<file path="src/rtl/writeback_stage_pkg.sv">
// Shared definitions for the RV32I writeback stage: widths, register index/word
// types, the reset redirect target and the commit-source encoding.
package writeback_stage_pkg;

  localparam int unsigned XLEN = 32;
  localparam int unsigned NREG = 32;
  localparam int unsigned IDXW = $clog2(NREG);

  typedef logic [IDXW-1:0] reg_idx_t;
  typedef logic [XLEN-1:0] word_t;

  localparam word_t RESET_PC = 32'h0000_0000;

  // Which producer owns the register-file write port this cycle.
  typedef enum logic [1:0] {
    WB_NONE = 2'd0,
    WB_EXEC = 2'd1,
    WB_LOAD = 2'd2
  } wb_src_e;

endpackage

</file>
<file path="src/rtl/writeback_stage_regfile_2r1w.sv">
// General register file: x0 hardwired to zero, one synchronous write port and two
// combinational write-first read ports.
module regfile_2r1w #(
  parameter int unsigned XLEN = 32,
  parameter int unsigned NREG = 32,
  localparam int unsigned IDXW = $clog2(NREG)
) (
  input  logic            clk,
  input  logic            rst_n,
  input  logic            we,
  input  logic [IDXW-1:0] waddr,
  input  logic [XLEN-1:0] wdata,
  input  logic [IDXW-1:0] raddr_a,
  output logic [XLEN-1:0] rdata_a,
  input  logic [IDXW-1:0] raddr_b,
  output logic [XLEN-1:0] rdata_b
);

  logic [XLEN-1:0] r_regs [NREG];
  logic            w_wr_live;
  logic            w_hit_a;
  logic            w_hit_b;

  // Entry 0 is never written, so it stays at its reset value of zero.
  assign w_wr_live = we && (waddr != '0);

  always_ff @(posedge clk) begin
    if (!rst_n) begin
      for (int unsigned i = 0; i < NREG; i++) begin
        r_regs[i] <= '0;
      end
    end else if (w_wr_live) begin
      r_regs[waddr] <= wdata;
    end
  end

  always_comb begin
    w_hit_a = w_wr_live && (waddr == raddr_a);
    w_hit_b = w_wr_live && (waddr == raddr_b);
    rdata_a = '0;
    rdata_b = '0;
    if (raddr_a != '0) begin
      rdata_a = w_hit_a ? wdata : r_regs[raddr_a];
    end
    if (raddr_b != '0) begin
      rdata_b = w_hit_b ? wdata : r_regs[raddr_b];
    end
  end

endmodule

</file>
<file path="src/rtl/writeback_stage.sv">
// RV32I writeback stage: arbitrates exec results against load data, commits to
// the register file, forwards reads, registers redirects and counts retirements.
module writeback_stage
  import writeback_stage_pkg::*;
#(
  parameter int unsigned     XLEN     = writeback_stage_pkg::XLEN,
  parameter int unsigned     NREG     = writeback_stage_pkg::NREG,
  parameter logic [XLEN-1:0] RESET_PC = writeback_stage_pkg::RESET_PC,
  localparam int unsigned    IDXW     = $clog2(NREG)
) (
  input  logic            clk,
  input  logic            rst_n,
  input  logic            ex_valid,
  output logic            ex_ready,
  input  logic [IDXW-1:0] ex_rd,
  input  logic            ex_rd_we,
  input  logic [XLEN-1:0] ex_rd_value,
  input  logic            ex_redirect,
  input  logic [XLEN-1:0] ex_next_pc,
  input  logic            dm_valid,
  output logic            dm_ready,
  input  logic [IDXW-1:0] dm_rd,
  input  logic [XLEN-1:0] dm_rdata,
  input  logic [IDXW-1:0] rs1_idx,
  input  logic [IDXW-1:0] rs2_idx,
  output logic [XLEN-1:0] rs1_val,
  output logic [XLEN-1:0] rs2_val,
  output logic            redirect_valid,
  output logic [XLEN-1:0] redirect_pc,
  output logic [63:0]     instret
);

  wb_src_e         w_src;
  logic            w_rf_we;
  logic [IDXW-1:0] w_rf_waddr;
  logic [XLEN-1:0] w_rf_wdata;
  logic            w_retire;
  logic            w_take_redirect;

  logic            r_redirect_valid;
  logic [XLEN-1:0] r_redirect_pc;
  logic [63:0]     r_instret;

  assign dm_ready = 1'b1;
  assign ex_ready = !dm_valid;

  // Loads win the single write port; exec stalls behind them.
  always_comb begin
    w_src      = WB_NONE;
    w_rf_we    = 1'b0;
    w_rf_waddr = '0;
    w_rf_wdata = '0;
    if (dm_valid) begin
      w_src = WB_LOAD;
    end else if (ex_valid) begin
      w_src = WB_EXEC;
    end
    case (w_src)
      WB_LOAD: begin
        w_rf_we    = 1'b1;
        w_rf_waddr = dm_rd;
        w_rf_wdata = dm_rdata;
      end
      WB_EXEC: begin
        w_rf_we    = ex_rd_we;
        w_rf_waddr = ex_rd;
        w_rf_wdata = ex_rd_value;
      end
      default: ;
    endcase
  end

  assign w_retire        = (w_src != WB_NONE);
  assign w_take_redirect = (w_src == WB_EXEC) && ex_redirect;

  // Gating with rst_n drops a transfer coinciding with reset, including its bypass.
  regfile_2r1w #(
    .XLEN(XLEN),
    .NREG(NREG)
  ) u_regfile (
    .clk     (clk),
    .rst_n   (rst_n),
    .we      (w_rf_we && rst_n),
    .waddr   (w_rf_waddr),
    .wdata   (w_rf_wdata),
    .raddr_a (rs1_idx),
    .rdata_a (rs1_val),
    .raddr_b (rs2_idx),
    .rdata_b (rs2_val)
  );

  // Reset loads a pending redirect so fetch starts at RESET_PC on the first cycle out.
  always_ff @(posedge clk) begin
    if (!rst_n) begin
      r_redirect_valid <= 1'b1;
      r_redirect_pc    <= RESET_PC;
    end else begin
      r_redirect_valid <= w_take_redirect;
      if (w_take_redirect) begin
        r_redirect_pc <= ex_next_pc & ~{{(XLEN-1){1'b0}}, 1'b1};
      end
    end
  end

  always_ff @(posedge clk) begin
    if (!rst_n) begin
      r_instret <= '0;
    end else if (w_retire) begin
      r_instret <= r_instret + 64'd1;
    end
  end

  assign redirect_valid = r_redirect_valid;
  assign redirect_pc    = r_redirect_pc;
  assign instret        = r_instret;

endmodule

</file>
<file path="config.mk">
export PLATFORM = sky130hd
export DESIGN_NAME = writeback_stage
export DESIGN_NICKNAME = d
export VERILOG_FILES = /design/src/rtl/writeback_stage_pkg.sv /design/src/rtl/writeback_stage_regfile_2r1w.sv /design/src/rtl/writeback_stage.sv
export SDC_FILE = /design/constraint.sdc
export NUM_CORES = 2
export LEC_CHECK = 0
export ABC_AREA = 1
export BUFFER_PORTS_ARGS = -buffer_cell sky130_fd_sc_hd__buf_2
export CORE_MARGIN = 2
export CORE_UTILIZATION = 30
export DETAILED_ROUTE_END_ITERATION = 16
export GPL_ROUTABILITY_DRIVEN = 0
export PLACE_DENSITY_LB_ADDON = 0.25
export SLEW_MARGIN = 40
export SYNTH_ARGS = -nofsm -noshare
export SYNTH_HDL_FRONTEND = slang
export SYNTH_SLANG_ARGS = --single-unit
</file>
<file path="constraint.sdc">
create_clock -name clk -period 3.6 [get_ports clk]
set_input_delay 0.36 -clock clk [delete_from_list [all_inputs] [get_ports clk]]
set_output_delay 0.36 -clock clk [all_outputs]
set_load 0.005 [all_outputs]
</file>
==> metrics <==
worst hold stages=3; DR vias/cell=5.50; Pleak=28.8 nW; Final min period=3.47 ns; Layout Skew=0.0113 ns; Syn Inst Count=7986; Max Slew Vio Count=0; core area=205000 um^2; status=complete, no violations; GRT Overall Usage=0.251; Peak Freq=0.288 GHz; final design utilization=0.350; Mapped Area=61700 um^2; P&R area growth vs syn=16.2%; Mean Syn Cell Area=7.72 um^2; ys async rst share=0; Clk pin slew, worst setup/hold paths=0.06 ns; grt total ovfl=0; final setup margin=0.131 ns; Final #Nets=8207; Post-synth EDFFs=1024; # setup viols final=0; flop-to-flop setup slack=1.23 ns; Port Buffer Count=281; footprint of the multi-input gates=26000 um^2; Metal-1 WL=103000 um; DIE AREA=209000 um^2; FILL cells=20900; routed len/inst=25.0 um; FF+latch count, synth=1120; Relative slew margins=0.462; Die Y=457 um; dpl ws=0.208 ns; DRT iter0 DRCs=7556; Max clock buf depth=3; CTS Buf Count=133; register area share after synthesis=0.530; DRC=0; vias in the first global route=56500; Crit Path Class=in -> out; R2R depth=10; TritonCTS clock tree=done; starting density of the core=0.301; drt pass-1 iters=8; YS warnings=0; routed wire length=272000 um; clock root buffer master=clkbuf_16; main flop type after synthesis=edfxtp_1; Worst Setup End Kind=output pin; fraction of layout cells with a size suffix above 1=0.105; RR Startpoint=instret[0]; met2 WL=125000 um; hpwl dp=172000 um; HP Start=ex_redirect; HP Class=in -> reg; crit path max fanout=12; RSZ-0062 raised after global routing=no; CTS resizes=0; Yosys cell types=31; CP required=3.24 ns; global-route wire length before repair=388000 um; Max-Cap Viols=0; number of antenna-violating nets in the routed design=0; die width=457 um; period utilisation layout=0.964; crit path from=ex_valid; via count=59700; top sig layer=met5; FF-to-FF End=instret[42]; met3 WL post-DR=27300 um; I/O pin cnt=285; largest net degree at the start of global routing=89; register area=32700 um^2; VDD IR max=483 uV; pin slew with the least headroom to its limit=0.804 ns; Hold Path Sink=redirect_pc[16]; row count=166; startpoint types=input pin; CTS H-tree lvls=4; TNS Setup=0 ns; hold violation count in the final report=0; PwrDens=463 nW/um^2; clk sink count=1120; initial antenna violation count=14; Worst EP arrival=3.11 ns; clock latency at the later pin of the worst-skew pair=0.79 ns
## layout make-up
type,count,area share
inverter,166,0.00930
clock buffer,169,0.0500
multi-input combinational,6047,0.362
antenna,3,0.000105
tap,2688,0.0469
clock inverter,62,0.00693
sequential,1120,0.456
timing repair buffer,616,0.0689
## kinds of logic (layout without fill, tap and decap cells)
| kind of cell | Yosys count | count (layout) | share of synthesized area |
|---|---|---|---|
| simple gates | 5880 | 5880 | 0.402 |
| flops | 1120 | 1120 | 0.530 |
| buf+inv | 851 | 1013 | 0.0542 |
| compound gates | 123 | 123 | 0.0119 |
| xor+xnor | 9 | 9 | 0.00128 |
| other cells | 2 | 37 | 0.000122 |
| fa+ha+maj | 1 | 1 | 0.000203 |
## metal layers
layer | vias up | global-route usage
li1 | 26800 | -
met1 | 28600 | 0.315
met2 | 3618 | 0.405
met3 | 779 | 0.0520
met4 | 6 | 0.136
met5 | - | 0
## layout by cell type, fill, tap and decap left out, drive strengths merged, types with 4 or more instances in the layout
master       count
conb            34
a21oi           61
nand3         2038
a22o            32
buf            585
nand2         2496
nor4             4
clkinv          51
dlygate4sd3     31
xor2             6
inv            170
nand3b           4
dfxtp           96
clkbuf         169
nand4           25
o21ai           29
nor2          1285
edfxtp        1024
nor3            24
bufinv           5
## registers in the layout, summed over array words and instances, names as in the netlist
| register | count |
|---|---|
| instret | 64 |
| u_regfile.r_regs | 1024 |
| redirect_valid | 1 |
| redirect_pc | 31 |
## where the power goes
part           internal, mW  switching [mW]
Clock                  7.39            5.66
Sequential             14.9           0.350
Combinational          1.34            3.56
Total                  23.6            9.57
## worst max-delay path by stage
stage	to	slack (ns)	cells past startpoint
finish	rs1_val[31]	0.13	15
floorplan	u_regfile.r_regs[10][0]	0.82	12
global placement	rs1_val[31]	0.18	15
detailed placement	rs1_val[31]	0.21	15
CTS	rs1_val[31]	0.20	15
global route	rs1_val[31]	0.14	15
## worst max-delay path, stage by stage
cell     delay, ns
buf_2         0.26
inv_1         0.12
nor2_4        0.13
nand2_1       0.11
nand2_2       0.14
nand2_1       0.06
nand2_1       0.06
nand2_1       0.08
nor2_4        0.32
nand2_1       0.15
inv_2         0.47
nor2_1        0.11
nor2_1        0.42
buf_4         0.19
buf_2         0.10
## timing repair
item / 4_1_cts / 5_1_grt
hold endpoints to repair: 31 / 0
hold buffers: 31 / 0
setup buffers: 0 / 0
## Yosys cell counts, types with 4 or more instances
cell	instances	share of area
nand2_1	2491	0.15
nand3_1	2037	0.17
nor2_1	1279	0.078
edfxtp_1	1024	0.50
clkbuf_1	512	0.031
inv_1	154	0.0094
buf_2	111	0.0090
dfxtp_1	96	0.031
a21oi_1	61	0.0049
buf_1	59	0.0036
a22o_1	32	0.0045
o21ai_0	29	0.0024
nand4_1	25	0.0025
nor3_1	21	0.0017
inv_2	8	0.00049
nor2_2	6	0.00061
xor2_1	6	0.00085
clkinv_1	4	0.00024
nand2_2	4	0.00041
nand3b_1	4	0.00049
nor4_1	4	0.00041
## stage by stage
stage          cell area, um^2  hold WS, ns  total power [mW]  cells
6_report                 71700        0.129              33.2  10900
5_1_grt                  71700        0.126              34.2  10900
4_1_cts                  71700       0.0657              33.2  10900
3_5_place_dp             67300        0.454              20.2  10600
3_3_place_gp             67300        0.446              20.2  10600
2_1_floorplan            61800        0.458              18.0   8018
Power figures use the tool's default switching activity.
